[config.mk]
export PLATFORM = sky130hd
export DESIGN_NAME = cam_pixel_stream
export DESIGN_NICKNAME = d
export VERILOG_FILES = /design/src/rtl/cam_pixel_stream_pkg.sv /design/src/rtl/cam_vsync_qual.sv /design/src/rtl/cam_pixel_stream.sv
export SDC_FILE = /design/constraint.sdc
export NUM_CORES = 1
export LEC_CHECK = 0
export CAP_MARGIN = 20
export CORE_MARGIN = 2
export CORE_UTILIZATION = 55
export CTS_BUF_LIST = sky130_fd_sc_hd__clkbuf_4 sky130_fd_sc_hd__clkbuf_8
export CTS_CLUSTER_DIAMETER = 200
export DETAILED_ROUTE_END_ITERATION = 6
export PLACE_DENSITY = 0.77
export SLEW_MARGIN = 10
export SYNTH_ARGS = -nofsm -noshare
export SYNTH_HDL_FRONTEND = slang
export SYNTH_SLANG_ARGS = --single-unit
export TNS_END_PERCENT = 5
[constraint.sdc]
create_clock -name pclk -period 6.3 [get_ports pclk]
set_input_delay 1.26 -clock pclk [delete_from_list [all_inputs] [get_ports pclk]]
set_output_delay 1.26 -clock pclk [all_outputs]
set_load 0.02 [all_outputs]
[src/rtl/cam_pixel_stream_pkg.sv]
// cam_pixel_stream_pkg: shared camera geometry defaults, vsync qualification length and capture FSM states
package cam_pixel_stream_pkg;
   localparam int CAM_COLS      = 640;
   localparam int CAM_ROWS      = 480;
   localparam int CAM_VSYNC_MIN = 3 * 784 * 2;
   typedef enum logic [2:0] {IDLE, VSCOUNT, VSWAIT, ARMED, LINE, GAP} cam_state_t;
endpackage

[src/rtl/cam_vsync_qual.sv]
// cam_vsync_qual: counts vsync-high cycles and flags when the minimum frame-sync length is reached
module cam_vsync_qual
   import cam_pixel_stream_pkg::*;
#(
   parameter int VSYNC_MIN = CAM_VSYNC_MIN
) (
   input  logic pclk,
   input  logic reset,
   input  logic load,
   input  logic clr,
   input  logic inc,
   output logic done
);
   logic [13:0] vs_cnt;
   // load counts the cycle that first sees vsync high, so vs_cnt equals high cycles seen
   always_ff @(posedge pclk or posedge reset) begin
      if (reset) vs_cnt <= '0;
      else if (load) vs_cnt <= 14'd1;
      else if (clr) vs_cnt <= '0;
      else if (inc && !done) vs_cnt <= vs_cnt + 14'd1;
   end
   assign done = vs_cnt == 14'(VSYNC_MIN);
endmodule

[src/rtl/cam_pixel_stream.sv]
// cam_pixel_stream: decodes camera vsync/href framing and emits Y pixels with column/row indices
module cam_pixel_stream
   import cam_pixel_stream_pkg::*;
#(
   parameter int CAMERA_COLS = CAM_COLS,
   parameter int CAMERA_ROWS = CAM_ROWS,
   parameter int VSYNC_MIN   = CAM_VSYNC_MIN
) (
   input  logic       pclk,
   input  logic       reset,
   input  logic       enable,
   input  logic       vsync,
   input  logic       href,
   input  logic [7:0] d,
   output logic       pix_valid,
   output logic [7:0] pix_y,
   output logic [9:0] pix_col,
   output logic [9:0] pix_row,
   output logic       frame_start,
   output logic       frame_end,
   output logic       frame_err,
   output logic       busy
);
   localparam logic [9:0] COLS = 10'(CAMERA_COLS);
   localparam logic [9:0] ROWS = 10'(CAMERA_ROWS);
   cam_state_t state, state_nx;
   logic [9:0] col, row;
   logic phase, overlong, vs_done, vs_load, in_frame, frame_done, byte_en, take_y, line_bad, line_ok;
   logic frame_start_nx, frame_end_nx, frame_err_nx;
   cam_vsync_qual #(.VSYNC_MIN(VSYNC_MIN)) u_vsync_qual (
      .pclk(pclk),
      .reset(reset),
      .load(vs_load),
      .clr(state == IDLE),
      .inc(state == VSCOUNT),
      .done(vs_done)
   );
   // the href cycle that leaves ARMED or GAP already carries byte 0 of the line
   always_comb begin
      in_frame = state == ARMED || state == LINE || state == GAP;
      frame_done = state == GAP && row == ROWS;
      byte_en = href && !vsync && in_frame && !frame_done;
      take_y = byte_en && !phase && col < COLS;
      line_bad = col != COLS || overlong;
      line_ok = state == LINE && !vsync && !href && !line_bad;
   end
   always_comb begin
      state_nx = state;
      vs_load = 1'b0;
      frame_start_nx = 1'b0;
      frame_end_nx = 1'b0;
      frame_err_nx = 1'b0;
      case (state)
         IDLE: begin
            state_nx = enable && vsync ? VSCOUNT : IDLE;
            vs_load = enable && vsync;
         end
         VSCOUNT: state_nx = vs_done ? VSWAIT : vsync ? VSCOUNT : IDLE;
         VSWAIT: state_nx = vsync ? VSWAIT : ARMED;
         ARMED: begin
            state_nx = href ? LINE : ARMED;
            frame_start_nx = href;
         end
         LINE: begin
            state_nx = href ? LINE : line_bad ? IDLE : GAP;
            frame_err_nx = !href && line_bad;
         end
         GAP: begin
            state_nx = frame_done ? IDLE : href ? LINE : GAP;
            frame_end_nx = frame_done;
         end
         default: state_nx = IDLE;
      endcase
      // a completed frame wins over a coincident vsync; otherwise vsync resyncs straight into counting
      if (vsync && in_frame && !frame_done) begin
         state_nx = VSCOUNT;
         vs_load = 1'b1;
         frame_start_nx = 1'b0;
         frame_err_nx = 1'b1;
      end
   end
   always_ff @(posedge pclk or posedge reset) begin
      if (reset) begin
         state <= IDLE;
         pix_valid <= 1'b0;
         pix_y <= '0;
         pix_col <= '0;
         pix_row <= '0;
         frame_start <= 1'b0;
         frame_end <= 1'b0;
         frame_err <= 1'b0;
         col <= '0;
         row <= '0;
         phase <= 1'b0;
         overlong <= 1'b0;
      end else begin
         state <= state_nx;
         frame_start <= frame_start_nx;
         frame_end <= frame_end_nx;
         frame_err <= frame_err_nx;
         pix_valid <= take_y;
         if (take_y) begin
            pix_y <= d;
            pix_col <= col;
            pix_row <= row;
         end
         col <= byte_en ? col + 10'(take_y) : '0;
         phase <= byte_en && !phase;
         overlong <= byte_en && (overlong || (!phase && col >= COLS));
         row <= !in_frame ? '0 : line_ok ? row + 10'd1 : row;
      end
   end
   assign busy = state != IDLE;
endmodule

== Word-level counts from Yosys, hierarchy flattened ==
Cells that the tools add are included.

* $add $sub $neg: 3
* Order comparisons: 2
* Eq/ne operators: 9
* Muxes and demuxes: 24
* Reduce and logical (&&, ||, !) cells: 29

{| class="wikitable"
|+ Operators by type and width
! operator !! number
|-
| 2-to-1 mux 14 bit || 3
|-
| 2-to-1 mux 10 bit || 3
|-
| case mux 3 bit (6 select lines) || 1
|-
| logical AND 1 bit || 16
|-
| 2-to-1 mux 3 bit || 5
|-
| adder 14 x 1 -> 14 bit (second input constant) || 1
|-
| == test 14 x 13 -> 1 bit (second input constant) || 1
|-
| 2-to-1 mux 1 bit || 11
|-
| adder 10 x 1 -> 10 bit || 1
|-
| adder 10 x 1 -> 10 bit (second input constant) || 1
|-
| == test 10 x 9 -> 1 bit (second input constant) || 1
|-
| greater-or-equal comparator 10 bit (second input constant) || 1
|-
| less-than comparator 10 bit (second input constant) || 1
|-
| inequality test 10 bit (second input constant) || 1
|-
| == test 3 x 2 -> 1 bit (second input constant) || 2
|-
| == test 3 bit (second input constant) || 2
|-
| logical NOT 1 bit || 6
|-
| nonzero test 3 bit || 2
|-
| logical OR 1 bit || 4
|-
| == test 3 x 1 -> 1 bit (second input constant) || 1
|-
| logical NOT 3 bit || 1
|-
| 2-to-1 mux 2 bit || 1
|-
| inequality test 2 x 1 -> 1 bit (second input constant) || 1
|}

* Bits in registers: 71
* Input port bits: 13

== Logic depth before layout (Yosys ltp) ==
* Word-level depth: 9
* Depth in mapped cells: 16
* Depth with buffers taken out: 14

== Modules after synthesis ==
From an unflattened synthesis, not the netlist that was laid out.

* Cells, all modules: 310
* Area, all modules: 3,513.4 um^2

{| class="wikitable"
|+ Modules (own cells, without submodules)
! module !! instances !! cells an instance !! area each (um^2)
|-
| cam_pixel_stream || 1 || 234 || 2,737.6
|-
| cam_vsync_qual || 1 || 76 || 775.7
|}

== Worst setup path before layout ==
OpenSTA, ideal clock, no wires.

* Kind: input to register
* Start: input vsync
* End: register col[8]
* Setup time: 132 ps
* Data arrival time: 3,521 ps
* Data required time: 6,168 ps
* Setup slack: 2,647 ps
* Cell stages on the path: 14
* Path buffers: 3
* Cells stage by stage: buf_2 nand2b_1 a311o_1 or3_1 buf_6 buf_6 inv_2 ha_1 ha_1 nand3_1 nor2_1 and3_1 xnor2_1 nor2_1

* Cells in the longest elaborated chain, start to end: 8

{| class="wikitable"
|+ RTL lines
! what !! RTL line !! text
|-
| start: declaration || cam_pixel_stream.sv:12 || <nowiki>input logic vsync,</nowiki>
|-
| logical NOT 1 bit || cam_pixel_stream.sv:42 || <nowiki>byte_en = href && !vsync && in_frame && !frame_done;</nowiki>
|-
| logical AND 1 bit (3 in a row) || cam_pixel_stream.sv:42 ||
|-
| logical AND 1 bit (2 in a row) || cam_pixel_stream.sv:43 || <nowiki>take_y = byte_en && !phase && col < COLS;</nowiki>
|-
| named net take_y || cam_pixel_stream.sv:28 || <nowiki>logic phase, overlong, vs_done, vs_load, in_frame, frame_done, byte_en, take_y, line_bad, line_ok;</nowiki>
|-
| adder 10 x 1 -> 10 bit || cam_pixel_stream.sv:107 || <nowiki>col <= byte_en ? col + 10'(take_y) : '0;</nowiki>
|-
| 2-to-1 mux 10 bit || cam_pixel_stream.sv:107 ||
|-
| end signal: assignment || cam_pixel_stream.sv:107 ||
|-
| end: declaration || cam_pixel_stream.sv:27 || <nowiki>logic [9:0] col, row;</nowiki>
|}

The timed path passes the listed nets, and every way through them passes these cells.
A chain may end at the register's enable or synchronous reset.

== Final worst setup path ==
Ends and elaborated chain as after synthesis.

==> results.json <==
{
  "grt_max_degree": 72,
  "n_fill_cell": 507,
  "clockPowerShare_pct": 42.1,
  "setup_tns_ps": 0,
  "drv_cap": 0,
  "power_density_nw_per_um2": 210,
  "start_util_pct": 56.0,
  "cts_tree": "done",
  "rsz0062_at_grt": "false",
  "p_sw_uw": 203,
  "synth_seq_cells": 71,
  "slowest_delay_ps": 580,
  "dp_hpwl_um": 4690,
  "vdd_ir_drop_max_uv": 157,
  "final_common_cell": "dfrtp_1",
  "slew_violations": 0,
  "fin_skew_ps": 9.74,
  "p_leak_nw": 1.83,
  "critPathBufInv": 2,
  "path_class": "in2reg",
  "dr_total_vias": 2577,
  "firstDrtPassIters": 4,
  "final-setup-viol-count": 0,
  "hold_ws_ps": 484,
  "clock_path_buffers": 2,
  "end_kind": "register",
  "clkSlewWorstSetupHoldPaths_ps": 80,
  "cts_resized": 0,
  "status": "finished, final reports clean",
  "sw_frac_of_total_pct": 23.1,
  "path_cells": "clkdlybuf4s50_1 > nand2b_1 > a311o_1 > or3_1 > inv_2 > ha_1 > ha_1 > nand3_1 > nor2_1 > and3_1 > xnor2_1 > nor2_1",
  "avgViaCountPerCell": 5.79,
  "critPathMaxFanout": 14,
  "die_x_um": 84.0,
  "hold_buffers": 0,
  "die-area_um2": 7050,
  "grt_pass1_vias": 2612,
  "yosysWarningCount": 0,
  "yosysSeqAreaShare_pct": 50.5,
  "rows": 29,
  "grt_overflow": 0,
  "syn2layout_area_growth_pct": 18.7,
  "wl_um": 7000,
  "diodes": 0,
  "die_y_um": 84.0,
  "crit_required_ps": 6510,
  "hold_viol": 0,
  "synth_area_um2": 3520,
  "grt_pass1_wl_um": 12800,
  "drtAntennaViolNets": 0,
  "layout_common_cells": "dfrtp_1, clkdlybuf4s50_1, nor2_1",
  "layout.nets": 382,
  "avgSynthCellArea_um2": 11.0,
  "cts_buffers": 9,
  "grtUsageTotal_pct": 22.6,
  "fin_crit_ps": 3950,
  "drc": 0,
  "antenna_found_initial": 0,
  "routedWlPerCell_um": 15.7,
  "root_buffer": "clkbuf_8",
  "pwr-share-comb_pct": 4.9,
  "cp_slowest_cell": "clkdlybuf4s50_1",
  "ys_types": 49,
  "tightest_slew_ps": 877,
  "yosys.area.top_type": "dfrtp_1",
  "port_buffers": 45,
  "fmax_mhz": 253,
  "netlist_instances": 321,
  "fp.coreArea_um2": 6280,
  "cp_top_family": "simple AND/OR/NAND/NOR gates",
  "gp_congestion": 0.791,
  "design_area_um2": 4180,
  "worstHoldPathType": "reg2reg",
  "period_share_pct": 62.7,
  "drive_above_1_share_pct": 12.2,
  "htreeDepth": 3,
  "syn_nets": 340,
  "cts_sinks": 71,
  "seqPwrFrac_pct": 52.9,
  "first_iter_violations": 134,
  "intPower_uw": 675,
  "io_pins": 46,
  "post_cts_buffers": 0,
  "clk_latency_ps": 350,
  "synth_top_cell_area_share_pct": 50.5,
  "slew_headroom_pct": 41.6,
  "cp_data_arrival_time_ps": 4160,
  "synth_area_leaders": "dfrtp_1, mux2_4, nor2_1",
  "start_kind": "input pin",
  "post_dp_cell_area_um2": 3970
}
routing by layer:
layer  track usage (%)  share of wire [%]  up-vias
met4              8.80                1.6        0
met5                 0                  0        -
met1              31.8                 47     1273
li1                  -                  -     1230
met2              34.0                 47       61
met3              5.34                4.3       13
power groups by stage:
stage	Combinational, mW	Clock, mW	Sequential [mW]
floorplan	0.0235	0	0.474
global placement	0.0433	0	0.473
detailed placement	0.0438	0	0.474
CTS	0.0441	0.378	0.465
global route	0.0486	0.402	0.466
finish	0.0433	0.370	0.465
cell usage after synthesis (all sizes together):
master   n
ha       6
and3     8
o22ai    1
o211ai   2
nor4bb   2
or4      7
o21a     1
o32a     1
a21boi   1
nor4     4
a311o    1
nand4b   2
nand3b   2
or4b     2
nand2b   3
o41ai    3
buf     12
nor2    29
xnor2    9
and3b    3
nor3b    1
and4     3
o21ai   10
inv     11
nor3     5
nand2   24
nand4    9
xor2     8
a21oi   15
a41oi    1
dfrtp   71
nand3   12
a211oi   2
mux2i    1
o31ai    4
mux2    27
and2     5
a311oi   1
or3      8
clkbuf   4
through the flow:
step           worst slack, ps  instances  utilization (%)  power (mW)
2_1_floorplan             2650        321                -       0.497
3_3_place_gp              2190        429             63.3       0.517
3_5_place_dp              2020        429             63.3       0.518
4_1_cts                   2370        445             66.5       0.887
5_1_grt                   2120        445             66.5       0.917
6_report                  2350        445             66.5       0.878
logic make-up after synthesis:
kind of cell	count (synthesis)	synth area share, %
and+or+nand+nor	129	20.1
DFF	71	50.5
AOI/OAI and AO/OA	43	7.90
muxes	28	11.0
buffers and inverters	27	4.16
xor gates and xnor gates	17	4.23
adders and majority gates	6	2.13
flip-flops by register name (all words and copies together), names as in the netlist, 3 cells and up:
| signal | flops |
|---|---|
| col | 10 |
| pix_col | 10 |
| pix_row | 10 |
| pix_y | 8 |
| row | 10 |
| state | 3 |
| u_vsync_qual.vs_cnt | 14 |
worst register-to-register path, stage by stage, from the launching register on:
cell,delay [ps]
dfrtp_1,660
nand3b_1,200
and2_1,310
a311o_1,560
or3_1,450
inv_2,90
ha_1,180
ha_1,200
nand3_1,120
nor2_1,190
and3_1,190
xnor2_1,120
nor2_1,60
worst paths after layout:
kind	from	end	slack [ps]	depth (start not counted)
worst max-delay path	vsync	col[8]	2350	12
worst min-delay path	phase	phase	480	1
worst max register to register	state[0]	col[8]	2840	12
worst min register to register	phase	phase	480	1
max in group asynchronous	reset	row[3]	4240	3
min in group asynchronous	reset	pix_y[1]	1500	3
cell type report:
| cell class | instances | area [um2] | area share (%) |
|---|---|---|---|
| sequential | 71 | 1780 | 42.5 |
| clock buffer | 11 | 145 | 3.48 |
| multi-input combinational | 223 | 1590 | 38.2 |
| tap | 77 | 96.3 | 2.31 |
| inverter | 11 | 41.3 | 0.989 |
| clock inverter | 5 | 57.6 | 1.38 |
| timing repair buffer | 47 | 465 | 11.1 |
Note: power is estimated with default switching activity, not from simulation.
